File: config.mk
export PLATFORM = sky130hd
export DESIGN_NAME = ddc_iq_flat
export DESIGN_NICKNAME = d
export VERILOG_FILES = /design/src/rtl/ddc_iq_if.sv /design/src/rtl/ddc_iq.sv /design/src/flat_wrapper.sv
export SDC_FILE = /design/constraint.sdc
export NUM_CORES = 2
export LEC_CHECK = 0
export CAP_MARGIN = 25
export CELL_PAD_IN_SITES_DETAIL_PLACEMENT = 0
export CELL_PAD_IN_SITES_GLOBAL_PLACEMENT = 2
export CORE_MARGIN = 5
export CORE_UTILIZATION = 41
export CTS_CLUSTER_DIAMETER = 60
export DETAILED_ROUTE_END_ITERATION = 8
export PLACE_DENSITY_LB_ADDON = 0.1
export SLEW_MARGIN = 30
export SYNTH_ARGS = -nofsm -noshare
export SYNTH_HDL_FRONTEND = slang
export SYNTH_SLANG_ARGS = --single-unit
File: constraint.sdc
create_clock -name clk_200m -period 3.8 [get_ports clk_200m]
set_input_delay 1.14 -clock clk_200m [delete_from_list [all_inputs] [get_ports clk_200m]]
set_output_delay 1.14 -clock clk_200m [all_outputs]
set_load 0.03 [all_outputs]
File: src/rtl/ddc_iq_if.sv
// Sample/NCO input bundle and decimated I/Q output bundle for ddc_iq.
// The source (master) drives samples and the sink reads the output strobe.
interface ddc_iq_if;

    // Input side: adc_valid qualifies adc_data, dds_cos and dds_sin in the same cycle.
    // There is no backpressure. Every presented valid sample is accepted.
    logic signed [15:0] adc_data;
    logic               adc_valid;
    logic signed [15:0] dds_cos;
    logic signed [15:0] dds_sin;
    logic               dec_sync;

    // Output side: out_valid is a one-cycle strobe. The data outputs hold their value between strobes.
    logic signed [15:0] data_out_i;
    logic signed [15:0] data_out_q;
    logic               out_valid;

    modport master (
        output adc_data,
        output adc_valid,
        output dds_cos,
        output dds_sin,
        output dec_sync,
        input  data_out_i,
        input  data_out_q,
        input  out_valid
    );

    modport slave (
        input  adc_data,
        input  adc_valid,
        input  dds_cos,
        input  dds_sin,
        input  dec_sync,
        output data_out_i,
        output data_out_q,
        output out_valid
    );

endinterface

File: src/rtl/ddc_iq.sv
// Digital down-converter: mixes real ADC samples with an NCO and integrates-and-dumps over 2^DEC_LOG2 samples.
// Optional macro DDC_IQ_ROUND_EN selects round-half-up at the dump instead of truncation.
module ddc_iq #(
    parameter int DEC_LOG2 = 3
) (
    input  logic        clk_200m,
    input  logic        cfg_rst_n,
    ddc_iq_if.slave     bus,
    output logic [63:0] debug
);

    localparam int AW = 32 + DEC_LOG2;
    localparam int LSB = 16 + DEC_LOG2;
    localparam logic [DEC_LOG2-1:0] CNT_LAST = '1;
    localparam logic [DEC_LOG2-1:0] CNT_ONE  = DEC_LOG2'(1);

    // Stage 1: mixer products and per-sample flags.
    logic signed [31:0] p_i;
    logic signed [31:0] p_q;
    logic               s1_valid;
    logic               s1_sync;

    // Stage 2: integrate-and-dump state.
    logic signed [AW-1:0]  acc_i;
    logic signed [AW-1:0]  acc_q;
    logic [DEC_LOG2-1:0]   cnt;

    // Combinational helpers for stage 2.
    logic signed [AW-1:0]  p_i_ext;
    logic signed [AW-1:0]  p_q_ext;
    logic signed [AW-1:0]  sum_i;
    logic signed [AW-1:0]  sum_q;
    logic signed [AW-1:0]  dump_i;
    logic signed [AW-1:0]  dump_q;
    logic                  is_dump;
    logic                  unused_lsbs;

    always_ff @(posedge clk_200m or negedge cfg_rst_n) begin
        if (!cfg_rst_n) begin
            p_i      <= '0;
            p_q      <= '0;
            s1_valid <= 1'b0;
            s1_sync  <= 1'b0;
        end else begin
            s1_valid <= bus.adc_valid;
            s1_sync  <= bus.dec_sync;
            if (bus.adc_valid) begin
                p_i <= 32'(bus.adc_data) * 32'(bus.dds_cos);
                p_q <= 32'(bus.adc_data) * 32'(bus.dds_sin);
            end
        end
    end

    always_comb begin
        p_i_ext = {{DEC_LOG2{p_i[31]}}, p_i};
        p_q_ext = {{DEC_LOG2{p_q[31]}}, p_q};
        sum_i   = acc_i + p_i_ext;
        sum_q   = acc_q + p_q_ext;
`ifdef DDC_IQ_ROUND_EN
        dump_i  = sum_i + (AW'(1) <<< (LSB - 1));
        dump_q  = sum_q + (AW'(1) <<< (LSB - 1));
`else
        dump_i  = sum_i;
        dump_q  = sum_q;
`endif
        is_dump = s1_valid && !s1_sync && (cnt == CNT_LAST);
    end

    // (sum >> DEC_LOG2)[31:16] is the top 16 bits of the accumulator-width sum.
    // The bits below that are discarded by design.
    assign unused_lsbs = ^{dump_i[LSB-1:0], dump_q[LSB-1:0]};

    always_ff @(posedge clk_200m or negedge cfg_rst_n) begin
        if (!cfg_rst_n) begin
            acc_i          <= '0;
            acc_q          <= '0;
            cnt            <= '0;
            bus.data_out_i <= '0;
            bus.data_out_q <= '0;
            bus.out_valid  <= 1'b0;
        end else begin
            bus.out_valid <= 1'b0;
            if (s1_sync) begin
                // The partial block is dropped. A coincident valid sample starts the new block.
                if (s1_valid) begin
                    acc_i <= p_i_ext;
                    acc_q <= p_q_ext;
                    cnt   <= CNT_ONE;
                end else begin
                    acc_i <= '0;
                    acc_q <= '0;
                    cnt   <= '0;
                end
            end else if (is_dump) begin
                bus.data_out_i <= dump_i[AW-1:LSB];
                bus.data_out_q <= dump_q[AW-1:LSB];
                bus.out_valid  <= 1'b1;
                acc_i          <= '0;
                acc_q          <= '0;
                cnt            <= '0;
            end else if (s1_valid) begin
                acc_i <= sum_i;
                acc_q <= sum_q;
                cnt   <= cnt + CNT_ONE;
            end
        end
    end

    assign debug = {acc_q[31:0], acc_i[31:0]};

endmodule

File: src/flat_wrapper.sv
// flat-port wrapper written by rule: the top's interface ports become plain ports
module ddc_iq_flat 
#(
    parameter int DEC_LOG2 = 3
)
  (clk_200m, cfg_rst_n, debug, bus_adc_data, bus_adc_valid, bus_dds_cos, bus_dds_sin, bus_dec_sync, bus_data_out_i, bus_data_out_q, bus_out_valid);
  ddc_iq_if bus_i ();
  input  logic clk_200m;
  input  logic cfg_rst_n;
  output logic [63:0] debug;
  input wire logic [$bits(bus_i.adc_data)-1:0] bus_adc_data;
  input wire logic [$bits(bus_i.adc_valid)-1:0] bus_adc_valid;
  input wire logic [$bits(bus_i.dds_cos)-1:0] bus_dds_cos;
  input wire logic [$bits(bus_i.dds_sin)-1:0] bus_dds_sin;
  input wire logic [$bits(bus_i.dec_sync)-1:0] bus_dec_sync;
  output wire logic [$bits(bus_i.data_out_i)-1:0] bus_data_out_i;
  output wire logic [$bits(bus_i.data_out_q)-1:0] bus_data_out_q;
  output wire logic [$bits(bus_i.out_valid)-1:0] bus_out_valid;
  assign bus_i.adc_data = bus_adc_data;
  assign bus_i.adc_valid = bus_adc_valid;
  assign bus_i.dds_cos = bus_dds_cos;
  assign bus_i.dds_sin = bus_dds_sin;
  assign bus_i.dec_sync = bus_dec_sync;
  assign bus_data_out_i = bus_i.data_out_i;
  assign bus_data_out_q = bus_i.data_out_q;
  assign bus_out_valid = bus_i.out_valid;
  ddc_iq #(.DEC_LOG2(DEC_LOG2)) u_core (.clk_200m(clk_200m), .cfg_rst_n(cfg_rst_n), .bus(bus_i), .debug(debug));
endmodule
Word-level counts from Yosys, hierarchy flattened --
Index checks and enable logic that the tools add are counted.
Word-level totals: output and inout bits 97, bits in read-only memories 0, memories kept 0, latch bits 0, register bits 172, bits in writable memories 0, word-level logic and storage cells 36, bits of input ports 52
Operators by class: multiplexer cells 14, bitwise operators 1, $mul 2, div/mod/pow operators 0, shift-type cells 0, equality and inequality tests 1, add/sub/neg operators 3, magnitude comparators 0, reduce and logical (&&, ||, !) cells 5
Operators with widths (number):
- 35-bit two-way mux | 8
- 35-bit by 32-bit adder with 35-bit output | 2
- 16-bit by 16-bit multiplier with 32-bit output | 2
- 3-bit two-way mux | 3
- 3-bit by 1-bit adder with 3-bit output (second input constant) | 1
- 3-bit == test (second input constant) | 1
- 1-bit two-way mux | 3
- 3-bit nonzero test | 1
- 1-bit logical AND | 2
- 2-bit AND reduction | 1
- 1-bit zero test | 1
- 1-bit inverter | 1

Depth between registers and ports, before layout --
depth after elaboration 5, mapped depth 24, gate-level depth less buffers 23

Worst setup path after synthesis --
Ideal clock, no wire load.
kind input -> register, from input bus_adc_data[15], to register u_core.p_i[31], path slack -3.396 ns, library setup time 0.137 ns, data arrival time 7.059 ns, path buffers 1, cell stages on the path 21, path through clkbuf_1 nand2_1 inv_1 fa_1 fa_1 fa_1 fa_1 fa_1 inv_1 fa_1 inv_1 ha_1 or2_2 a21oi_1 a21oi_1 or3_1 o221a_2 a41o_1 o41ai_1 xnor2_1 a21oi_1
Between the ends: longest elaborated chain between the ends 1
RTL lines:
- from (decl) | RTL line flat_wrapper.sv:11 | input wire logic [$bits(bus_i.adc_data)-1:0] bus_adc_data;
- 16-bit by 16-bit multiplier with 32-bit output | RTL line ddc_iq.sv:48 | p_i <= 32'(bus.adc_data) * 32'(bus.dds_cos);
- to (signal assigned) | RTL line ddc_iq.sv:48
- to (decl) | RTL line ddc_iq.sv:18 | logic signed [31:0] p_i;
No other way between the ends. A chain may end at the register's enable or synchronous reset.

Worst setup path in the final report --
from input bus_adc_data[8], to register u_core.p_q[28]
Between the ends: longest elaborated chain between the ends 1
RTL lines:
- 16-bit by 16-bit multiplier with 32-bit output | RTL line ddc_iq.sv:49 | p_q <= 32'(bus.adc_data) * 32'(bus.dds_sin);
- to (signal assigned) | RTL line ddc_iq.sv:49
- to (decl) | RTL line ddc_iq.sv:19 | logic signed [31:0] p_q;
No other way between the ends.

==> impl_metrics.yaml <==
synthesis:
  syn_nets: 4029
  ys_dominant_reg_cell: "dfrtp_1"
  synth_edf_count: 0
  synth_cell_types: 64
  synth_top_cells_by_area: "fa_1, dfrtp_1, ha_1"
  synth_top_area_share: 0.353
  sequential_cell_area_fraction_in_the_yosys_report: 0.144
  synth_top_cell_by_area: "fa_1"
  post-synth-top-count-cell: "inv_1"
  ys.warnings.count: 0
  netlist_instances: 3217
  postSynthRegisterBits: 172
  synth.top_cells.by_count: "inv_1, fa_1, nand2_1, and2_1, ha_1"
  syn-cell-area_um2: 29800
  postSynth.asyncResetShare: 1.00
  syn-mean-instance-area_um2: 9.28
setup_path:
  path_depth: 25
  max_stage_delay_ns: 0.56
  worst-endpoint-required_ns: 4.14
  reg2reg_to: "u_core.acc_i[34]"
  criticalPathCategory: "in2reg"
  critical_path.endpoint_type: "flip-flop"
  r2r_start: "u_core.acc_i[0]"
  critical_path.endpoint: "u_core.p_q[28]"
  worst-r2r-setup-slack_ns: 0.30
  worst-path-max-fanout: 7
  rr_worst_depth: 13
  critical_path.startpoint: "bus_adc_data[8]"
  critical_path.top_delay_family: "adder cells"
  worstSetupStartpointType: "input pin"
  critical-path-slowest-cell: "fa_1"
  path_buf_inv: 7
  crit_path_arrival_time_ns: 7.03
cts:
  cts_max_level: 4
  worst_skew_pair.late_latency_ns: 0.45
  cts-buffers-inserted: 17
  root_buffer: "clkbuf_16"
  tritoncts: "yes"
  clk_path_buf_depth: 2
  cts.clk_slew.worst_paths_ns: 0.07
  clock_sinks: 172
hold_path:
  holdCritPathClass: "reg2reg"
  timing.hold.worst_path_depth: 2
sta:
  finalSetupViolations: 55
  slew_violations: 0
  worst-slew-pin-transition_ns: 0.871
  finalWorstSetupSlack_ns: -2.90
  max_clock_freq_mhz: 149
  final.period_utilization: 1.76
  clock-skew-final_ns: 0.0147
  rsz0062_at_grt: "true"
  timing.slew.headroom: 0.419
  hold_viol_final: 0
  finalWorstPathRequiredPeriod_ns: 6.70
finish:
  fin_util: 0.542
  syn_to_final_growth_pct: 31.9
  final_net_count: 4543
  drive_gt1_frac: 0.282
  final_cell_count_no_fill: 4704
  fillers: 6673
floorplanning:
  die_y_um: 280
  placement_rows: 99
  ioPinCount: 149
  floorplan.die_area_um2: 78300
  dieWidth_um: 280
  design.core.area_um2: 72600
  initial_core_util: 0.411
routing:
  detail_route.iter0.violations: 1049
  detail_route.vias_per_cell: 5.07
  remaining_drc_errors: 0
  drt_first_pass_iters: 5
  via_count: 23870
  post_detailed_route_count_of_antenna_violating_nets: 0
  route.detailed.wl_per_inst_um: 18.8
  drt-total-wl_mm: 88.3
run:
  timing.max_cap.violations: 0
global_routing:
  grt.total_usage: 0.231
  grt_antenna_before_repair: 0
  grt_start_max_net_pins: 69
  global_route.overflow_total: 0
  grt_first_pass_wirelength_mm: 144
  first_global_vias: 26920
place:
  io_buffers: 148
  place.gp.congestion: 0.865
  place_ws_ns: -3.76
  placedCellCount: 4494
  total_half_perimeter_wirelength_after_legalization_and_detailed_placement_mm: 68.9
run_status:
  violations: "setup timing"
  result_of_the_run: "finished with violations"
[cells in the final DEF, fill, tap and decap left out, types with 11 or more instances in the layout]
cell             Yosys  routed
clkdlybuf4s50_1      0     100
buf_6                0     104
a21oi_1            131      92
o21ai_1             17      17
buf_12               0      49
xnor2_1             96      81
a21oi_2              1      28
fa_2                 0      53
nand2b_1            18      15
a22oi_1             42      41
o21ai_0            123     114
inv_1              603     537
nor2_1              88      79
buf_8                0      16
and3_1              16      15
clkbuf_16            0      17
nand2_2              0      32
o21a_1              15      15
xor2_1              37      34
dfrtp_1            172     172
a21oi_4              0      12
a211oi_1            17      11
nand2_1            337     296
a21o_1              63      63
inv_2                0      64
fa_1               526     473
and2_4               0      63
nor3_1              23      18
nand3_1             30      26
o21bai_1            14      14
buf_4               64     368
ha_4                 0      47
mux2_2              49      43
ha_1               234     177
and2_1             251     188
xnor2_2              0      15
[worst register-to-register path, cell delays in order, from the launching register on]
cell	delay (ns)
dfrtp_1	0.44
ha_1	0.26
inv_1	0.08
fa_1	0.21
nor2b_1	0.08
o31a_1	0.26
o311a_1	0.37
a211oi_4	0.41
o31ai_2	0.18
a21o_1	0.26
a211o_1	0.30
a21oi_2	0.15
xnor2_1	0.10
a221o_1	0.30
[worst min-delay path by stage]
| stage | start | to | slack, ns |
|---|---|---|---|
| CTS | u_core.bus.data_out_i[5] | u_core.bus.data_out_i[5] | 0.49 |
| finish | u_core.bus.data_out_i[5] | u_core.bus.data_out_i[5] | 0.48 |
| global placement | u_core.bus.data_out_i[1] | u_core.bus.data_out_i[1] | 0.46 |
| global route | u_core.bus.data_out_q[5] | u_core.bus.data_out_q[5] | 0.52 |
| floorplan | u_core.acc_i[32] | u_core.acc_i[32] | 0.47 |
| detailed placement | u_core.bus.data_out_i[5] | u_core.bus.data_out_i[5] | 0.47 |
[routing by layer]
metal,share of wire,wire length (um),GRT usage,up-vias
met3,0.035,3120,0.0260,135
met5,0,0,0,-
met1,0.39,34700,0.276,12267
met4,0.025,2170,0.0520,0
li1,-,-,-,11071
met2,0.55,48300,0.444,397
[flip-flops by register name (all words and copies together), names as in the netlist, 3 cells and up]
signal,count
u_core.bus.data_out_q,16
u_core.cnt,3
u_core.acc_q,35
u_core.p_i,32
u_core.p_q,32
u_core.bus.data_out_i,16
u_core.acc_i,35
[cell type report]
cell class | instances | area [um^2] | area share
antenna | 1 | 2.50 | 0.0000636
clock buffer | 19 | 443 | 0.0112
clock inverter | 13 | 155 | 0.00394
inverter | 604 | 2270 | 0.0577
multi-input combinational | 2256 | 24300 | 0.616
sequential | 172 | 4300 | 0.109
tap | 959 | 1200 | 0.0305
timing repair buffer | 680 | 6740 | 0.171
[logic make-up after synthesis]
family / Yosys count / synth area share
AO/OA/AOI/OAI: 508 / 0.108
XOR/XNOR: 133 / 0.0390
buffers and inverters: 789 / 0.107
AND/OR/NAND/NOR: 802 / 0.131
multiplexers: 53 / 0.0198
flip-flops: 172 / 0.144
adder cells (fa/ha/maj): 760 / 0.451
[metrics by stage]
step	hold WS, ns	setup TNS (ns)	area [um^2]
finish	0.485	-120.94	39400
global route	0.518	-128.82	39400
CTS	0.488	-119.21	38600
detailed placement	0.470	-162.51	35400
global placement	0.464	-161.55	35400
floorplan	0.471	-105.85	31100
[timing repair]
| item | in CTS | in global routing |
|---|---|---|
| cloned | 14 | 0 |
| setup endpoints to repair | 56 | 56 |
| buffers inserted | 122 | 52 |
| pin swaps | 156 | 175 |
| gates resized for setup | 440 | 204 |
| hold buffers | 0 | 0 |
Power is not shown: default switching activity piles up to over one toggle a cycle in this logic, so the estimate is an artifact.
